[src/rtl/dma_copy_engine.sv]
// dma_copy_engine: single-channel memory-to-memory word copier.
// Reads one 32-bit word from the source address, writes it to the destination
// address, and repeats for the requested word count. Only one bus transaction
// is in flight at any time. All outputs come straight from registers.
module dma_copy_engine #(
    parameter int LEN_W = 16
) (
    input  logic             clk,
    input  logic             rst,
    input  logic             start,
    input  logic [31:0]      src_addr,
    input  logic [31:0]      dst_addr,
    input  logic [LEN_W-1:0] len,
    output logic             busy,
    output logic             done,
    output logic             err,
    output logic             data_req,
    output logic             data_we,
    output logic [3:0]       data_be,
    output logic [31:0]      data_addr,
    output logic [31:0]      data_wdata,
    input  logic             data_gnt,
    input  logic             data_rvalid,
    input  logic [31:0]      data_rdata,
    input  logic             data_err
);

    typedef enum logic [2:0] {
        IDLE,
        RD_REQ,
        RD_WAIT,
        WR_REQ,
        WR_WAIT
    } state_t;

    state_t           r_state, w_state_nxt;
    logic [31:0]      r_src, w_src_nxt;
    logic [31:0]      r_dst, w_dst_nxt;
    logic [LEN_W-1:0] r_cnt, w_cnt_nxt;
    logic [31:0]      r_wdata, w_wdata_nxt;
    logic [31:0]      r_addr, w_addr_nxt;
    logic [3:0]       r_be, w_be_nxt;
    logic             r_req, w_req_nxt;
    logic             r_we, w_we_nxt;
    logic             r_busy, w_busy_nxt;
    logic             r_done, w_done_nxt;
    logic             r_err, w_err_nxt;

    logic [31:0]      w_src_inc;
    logic [31:0]      w_dst_inc;
    logic [LEN_W-1:0] w_cnt_dec;

    assign w_src_inc = r_src + 32'd4;
    assign w_dst_inc = r_dst + 32'd4;
    assign w_cnt_dec = r_cnt - LEN_W'(1);

    assign busy       = r_busy;
    assign done       = r_done;
    assign err        = r_err;
    assign data_req   = r_req;
    assign data_we    = r_we;
    assign data_be    = r_be;
    assign data_addr  = r_addr;
    assign data_wdata = r_wdata;

    // Next-state and next-output logic; every output is computed one cycle
    // ahead so that the bus signals leave the block from flops.
    always_comb begin
        w_state_nxt = r_state;
        w_src_nxt   = r_src;
        w_dst_nxt   = r_dst;
        w_cnt_nxt   = r_cnt;
        w_wdata_nxt = r_wdata;
        w_addr_nxt  = r_addr;
        w_be_nxt    = r_be;
        w_req_nxt   = r_req;
        w_we_nxt    = r_we;
        w_busy_nxt  = r_busy;
        w_done_nxt  = 1'b0;
        w_err_nxt   = r_err;

        unique case (r_state)
            IDLE: begin
                if (start) begin
                    w_err_nxt = 1'b0;
                    if (len != '0) begin
                        w_src_nxt   = {src_addr[31:2], 2'b00};
                        w_dst_nxt   = {dst_addr[31:2], 2'b00};
                        w_cnt_nxt   = len;
                        w_busy_nxt  = 1'b1;
                        w_req_nxt   = 1'b1;
                        w_we_nxt    = 1'b0;
                        w_be_nxt    = '1;
                        w_addr_nxt  = {src_addr[31:2], 2'b00};
                        w_state_nxt = RD_REQ;
                    end else begin
                        w_done_nxt = 1'b1;
                    end
                end
            end
            RD_REQ: begin
                if (data_gnt) begin
                    w_req_nxt   = 1'b0;
                    w_state_nxt = RD_WAIT;
                end
            end
            RD_WAIT: begin
                if (data_rvalid) begin
                    if (data_err) begin
                        w_err_nxt   = 1'b1;
                        w_done_nxt  = 1'b1;
                        w_busy_nxt  = 1'b0;
                        w_state_nxt = IDLE;
                    end else begin
                        w_wdata_nxt = data_rdata;
                        w_req_nxt   = 1'b1;
                        w_we_nxt    = 1'b1;
                        w_be_nxt    = '1;
                        w_addr_nxt  = r_dst;
                        w_state_nxt = WR_REQ;
                    end
                end
            end
            WR_REQ: begin
                if (data_gnt) begin
                    w_req_nxt   = 1'b0;
                    w_state_nxt = WR_WAIT;
                end
            end
            WR_WAIT: begin
                if (data_rvalid) begin
                    if (data_err) begin
                        w_err_nxt   = 1'b1;
                        w_done_nxt  = 1'b1;
                        w_busy_nxt  = 1'b0;
                        w_we_nxt    = 1'b0;
                        w_state_nxt = IDLE;
                    end else begin
                        w_src_nxt = w_src_inc;
                        w_dst_nxt = w_dst_inc;
                        w_cnt_nxt = w_cnt_dec;
                        w_we_nxt  = 1'b0;
                        if (w_cnt_dec == '0) begin
                            w_busy_nxt  = 1'b0;
                            w_done_nxt  = 1'b1;
                            w_state_nxt = IDLE;
                        end else begin
                            w_req_nxt   = 1'b1;
                            w_be_nxt    = '1;
                            w_addr_nxt  = w_src_inc;
                            w_state_nxt = RD_REQ;
                        end
                    end
                end
            end
            default: w_state_nxt = IDLE;
        endcase
    end

    // State and output registers; reset abandons any transfer silently.
    always_ff @(posedge clk or negedge rst) begin
        if (!rst) begin
            r_state <= IDLE;
            r_src   <= '0;
            r_dst   <= '0;
            r_cnt   <= '0;
            r_wdata <= '0;
            r_addr  <= '0;
            r_be    <= '0;
            r_req   <= 1'b0;
            r_we    <= 1'b0;
            r_busy  <= 1'b0;
            r_done  <= 1'b0;
            r_err   <= 1'b0;
        end else begin
            r_state <= w_state_nxt;
            r_src   <= w_src_nxt;
            r_dst   <= w_dst_nxt;
            r_cnt   <= w_cnt_nxt;
            r_wdata <= w_wdata_nxt;
            r_addr  <= w_addr_nxt;
            r_be    <= w_be_nxt;
            r_req   <= w_req_nxt;
            r_we    <= w_we_nxt;
            r_busy  <= w_busy_nxt;
            r_done  <= w_done_nxt;
            r_err   <= w_err_nxt;
        end
    end

endmodule

[config.mk]
export PLATFORM = sky130hd
export DESIGN_NAME = dma_copy_engine
export DESIGN_NICKNAME = d
export VERILOG_FILES = /design/src/rtl/dma_copy_engine.sv
export SDC_FILE = /design/constraint.sdc
export NUM_CORES = 1
export LEC_CHECK = 0
export CORE_MARGIN = 5
export CORE_UTILIZATION = 55
export DETAILED_ROUTE_END_ITERATION = 7
export PLACE_DENSITY = 0.93
export SYNTH_ARGS = -nofsm -noshare
export SYNTH_HDL_FRONTEND = slang
export SYNTH_SLANG_ARGS = --single-unit
[constraint.sdc]
create_clock -name clk -period 6.68 [get_ports clk]
set_clock_uncertainty 0.1 [all_clocks]
set_input_delay 1.002 -clock clk [delete_from_list [all_inputs] [get_ports clk]]
set_output_delay 1.002 -clock clk [all_outputs]
set_load 0.05 [all_outputs]
==> flow_metrics.env <==
export IMPL_r2r_start="r_cnt[3]$_DFFE_PN0P_"
export IMPL_grt_usage_pct=27.5
export IMPL_async_flop_share_pct=100
export IMPL_syn_avg_cell_area_um2=9.35
export IMPL_crit_path_end_kind="flip-flop"
export IMPL_status="finished clean"
export IMPL_synthSimpleGateAreaFrac_pct=16.6
export IMPL_place_inst=1219
export IMPL_crit_slowest_cell="and3_2"
export IMPL_worst_skew_pair_late_latency_ps=430
export IMPL_fmaxAchievable_mhz=269
export IMPL_cp_endpoint="data_addr[21]$_DFFE_PN0P_"
export IMPL_grt_max_degree=128
export IMPL_critPathMaxStageDelay_ps=1040
export IMPL_cts_tree="built"
export IMPL_cts_sinks=148
export IMPL_slew_viol_final=0
export IMPL_setup_tns_ps=0
export IMPL_coreArea_um2=15200
export IMPL_rsz0062_at_grt="false"
export IMPL_syn_to_final_growth_pct=28.0
export IMPL_drt_initial_drc_count=981
export IMPL_cts_setup_buffers=0
export IMPL_max_slew_worst_pin_slew_ps=1190
export IMPL_hpwlAfterDp_mm=16.8
export IMPL_die_area_um2=18100
export IMPL_crit_path_max_fanout=34
export IMPL_synth_edf_count=0
export IMPL_ys_top_cells_by_area="dfrtp_1 44%, a21oi_1 4.9%, o21ai_0 4.8%"
export IMPL_ys_warn_count=0
export IMPL_portBuffers=186
export IMPL_synth_seq_cells=148
export IMPL_syn_inst=910
export IMPL_period_needed_ps=3720
export IMPL_postRouteAntennaNets=0
export IMPL_hold_depth=1
export IMPL_fin_util_pct=71.7
export IMPL_cts_resized=0
export IMPL_ys_flop_type="dfrtp_1"
export IMPL_vias=8095
export IMPL_yosys_area_top_type="dfrtp_1"
export IMPL_total_power_uw=5480
export IMPL_avgRoutedWirePerCell_um=20.0
export IMPL_r2r_slack_ps=3100
export IMPL_cts_hold_buf=0
export IMPL_synthAdderAreaFrac_pct=0.588
export IMPL_yosysTopAreaCellShare_pct=43.5
export IMPL_synth_compound_area_share_pct=21.9
export IMPL_yosysUniqueCellTypes=64
export IMPL_start_util_pct=56.0
export IMPL_synth_most_common_cell="dfrtp_1"
export IMPL_path_cells="clkdlybuf4s50_1 > mux2_2 > a21oi_1 > a211oi_1 > and3_2 > mux2_1"
export IMPL_worst_path_stages=6
export IMPL_peakVddDrop_uv=303
export IMPL_num_rows=45
export IMPL_die_w_um=134
export IMPL_arrival_ps=3920
export IMPL_finalSetupViolCount=0
export IMPL_cts_htree_levels=4
export IMPL_gp_congestion=0.911
export IMPL_grt_pass1_vias=7903
export IMPL_yosysSeqAreaShare_pct=43.5
export IMPL_leakagePower_uw=0.00431
export IMPL_num_antenna_cells=0
export IMPL_reg2reg_to="data_addr[21]$_DFFE_PN0P_"
export IMPL_power_density_nw_per_um2=503
export IMPL_nNetsFinal=1172
export IMPL_startpoint="data_rvalid"
export IMPL_postRouteWirelength_mm=25.0
export IMPL_drv_cap=0
export IMPL_drt_pass1_iterations=5
export IMPL_required_ps=6880
export IMPL_mappedNetlistNets=1032
export IMPL_via_per_inst=6.47
export IMPL_grt_pass1_wl_mm=40.2
export IMPL_finalCritPeriodShare_pct=55.7
export IMPL_startpoint_type="input pin"
export IMPL_die_y_um=134
export IMPL_worst_hold_startpoint="data_addr[23]$_DFFE_PN0P_"
export IMPL_drc=0
export IMPL_io_pins=191
export IMPL_synth_top_family_by_area="compound AO/OA/AOI/OAI gates"
export IMPL_ctsRootBufferMaster="clkbuf_16"
export IMPL_hold_class="flip-flop to flip-flop"
export IMPL_criticalPathCategory="input pin to flip-flop"
export IMPL_grt_overflow=0
export IMPL_synthMuxAreaShare_pct=9.84
export IMPL_synthesis_area_um2=8510
export IMPL_synth_xor_area_share_pct=2.88
export IMPL_crit_buf_inv=1
export IMPL_cp_top_family="simple AND/OR/NAND/NOR gates"
export IMPL_cts_buffers=17
export IMPL_finalNonFillerCells=1251
export IMPL_finalHoldViolCount=0
export IMPL_drive_gt1_share_pct=10.4
export IMPL_worstRegToRegCells=6
export IMPL_cts_clk_slew_worst_paths_ps=60
export IMPL_relSlewSlack_pct=20.8
export IMPL_cts_buffer_depth=2
export IMPL_synth_common_cells="148 x dfrtp_1, 84 x a21oi_1, 82 x o21ai_0"
export IMPL_antenna_found_initial=0
## per-stage QoR
| stage | hold slack (ps) | cell area (µm²) | setup WS [ps] |
|---|---|---|---|
| 6_report | 392 | 10900 | 2960 |
| 5_1_grt | 415 | 10900 | 2830 |
| 4_1_cts | 393 | 10900 | 3000 |
| 2_1_floorplan | 375 | 8510 | 3910 |
| 3_3_place_gp | 359 | 10300 | 2610 |
| 3_5_place_dp | 379 | 10300 | 2580 |
## worst reg2reg max path, stage by stage, from the launching register on
cell,delay (ps)
dfrtp_1,490
or4_4,620
or3_1,390
o311a_1,320
nand4b_1,150
and3_2,960
mux2_1,430
## state kept, by name (all words and copies together), names as in the netlist
| name | flops |
|---|---|
| r_state | 3 |
| data_wdata | 32 |
| done | 1 |
| data_be | 1 |
| r_src | 30 |
| r_dst | 30 |
| data_we | 1 |
| busy | 1 |
| data_req | 1 |
| r_cnt | 16 |
| data_addr | 31 |
| err | 1 |
## per-layer routing
| metal | GRT usage [%] | up-vias | part of all wire, % |
|---|---|---|---|
| met5 | 0 | - | 0 |
| met4 | 11.5 | 0 | 3.6 |
| met3 | 6.26 | 86 | 10 |
| met2 | 43.9 | 506 | 46 |
| met1 | 36.1 | 3832 | 40 |
| li1 | - | 3671 | - |
## how the worst min path moves through the flow
stage	to
floorplan	r_dst[20]$_DFFE_PN0P_
global placement	data_req$_DFFE_PN0P_
detailed placement	data_addr[20]$_DFFE_PN0P_
CTS	data_addr[20]$_DFFE_PN0P_
global route	data_addr[23]$_DFFE_PN0P_
finish	data_addr[23]$_DFFE_PN0P_
## report_power, final
part	switching (µW)	leakage, µW	total (µW)	internal [µW]
registers	485	0.00174	1820	1340
logic	1630	0.00230	2760	1130
clock network	396	0.000268	895	499
## layout make-up
cell class,instances,area [µm²]
multi-input combinational,677,4440
fill,1075,4310
sequential,148,3700
timing repair buffer,193,1920
clock buffer,19,453
tap,188,235
clock inverter,13,101
inverter,13,48.8
## cell usage in the layout, fill, tap and decap left out, types with 18 or more instances in the layout
cell               n
nor2_1            72
xnor2_1           19
nand2_1           65
mux2_4            26
dfrtp_1          148
mux2_2            33
a22oi_1           33
nor3_1            18
o21ai_0           82
a21oi_1           84
nand3_1           33
clkdlybuf4s50_1  185
o22ai_1           22
## logic make-up after synthesis
| logic type | after synthesis |
|---|---|
| XOR/XNOR | 28 |
| buffers and inverters | 85 |
| AO/OA/AOI/OAI | 298 |
| AND/OR/NAND/NOR | 281 |
| adder cells (fa/ha/maj) | 4 |
| multiplexers | 66 |
| flip-flops | 148 |
Power figures use the tool's default switching activity.
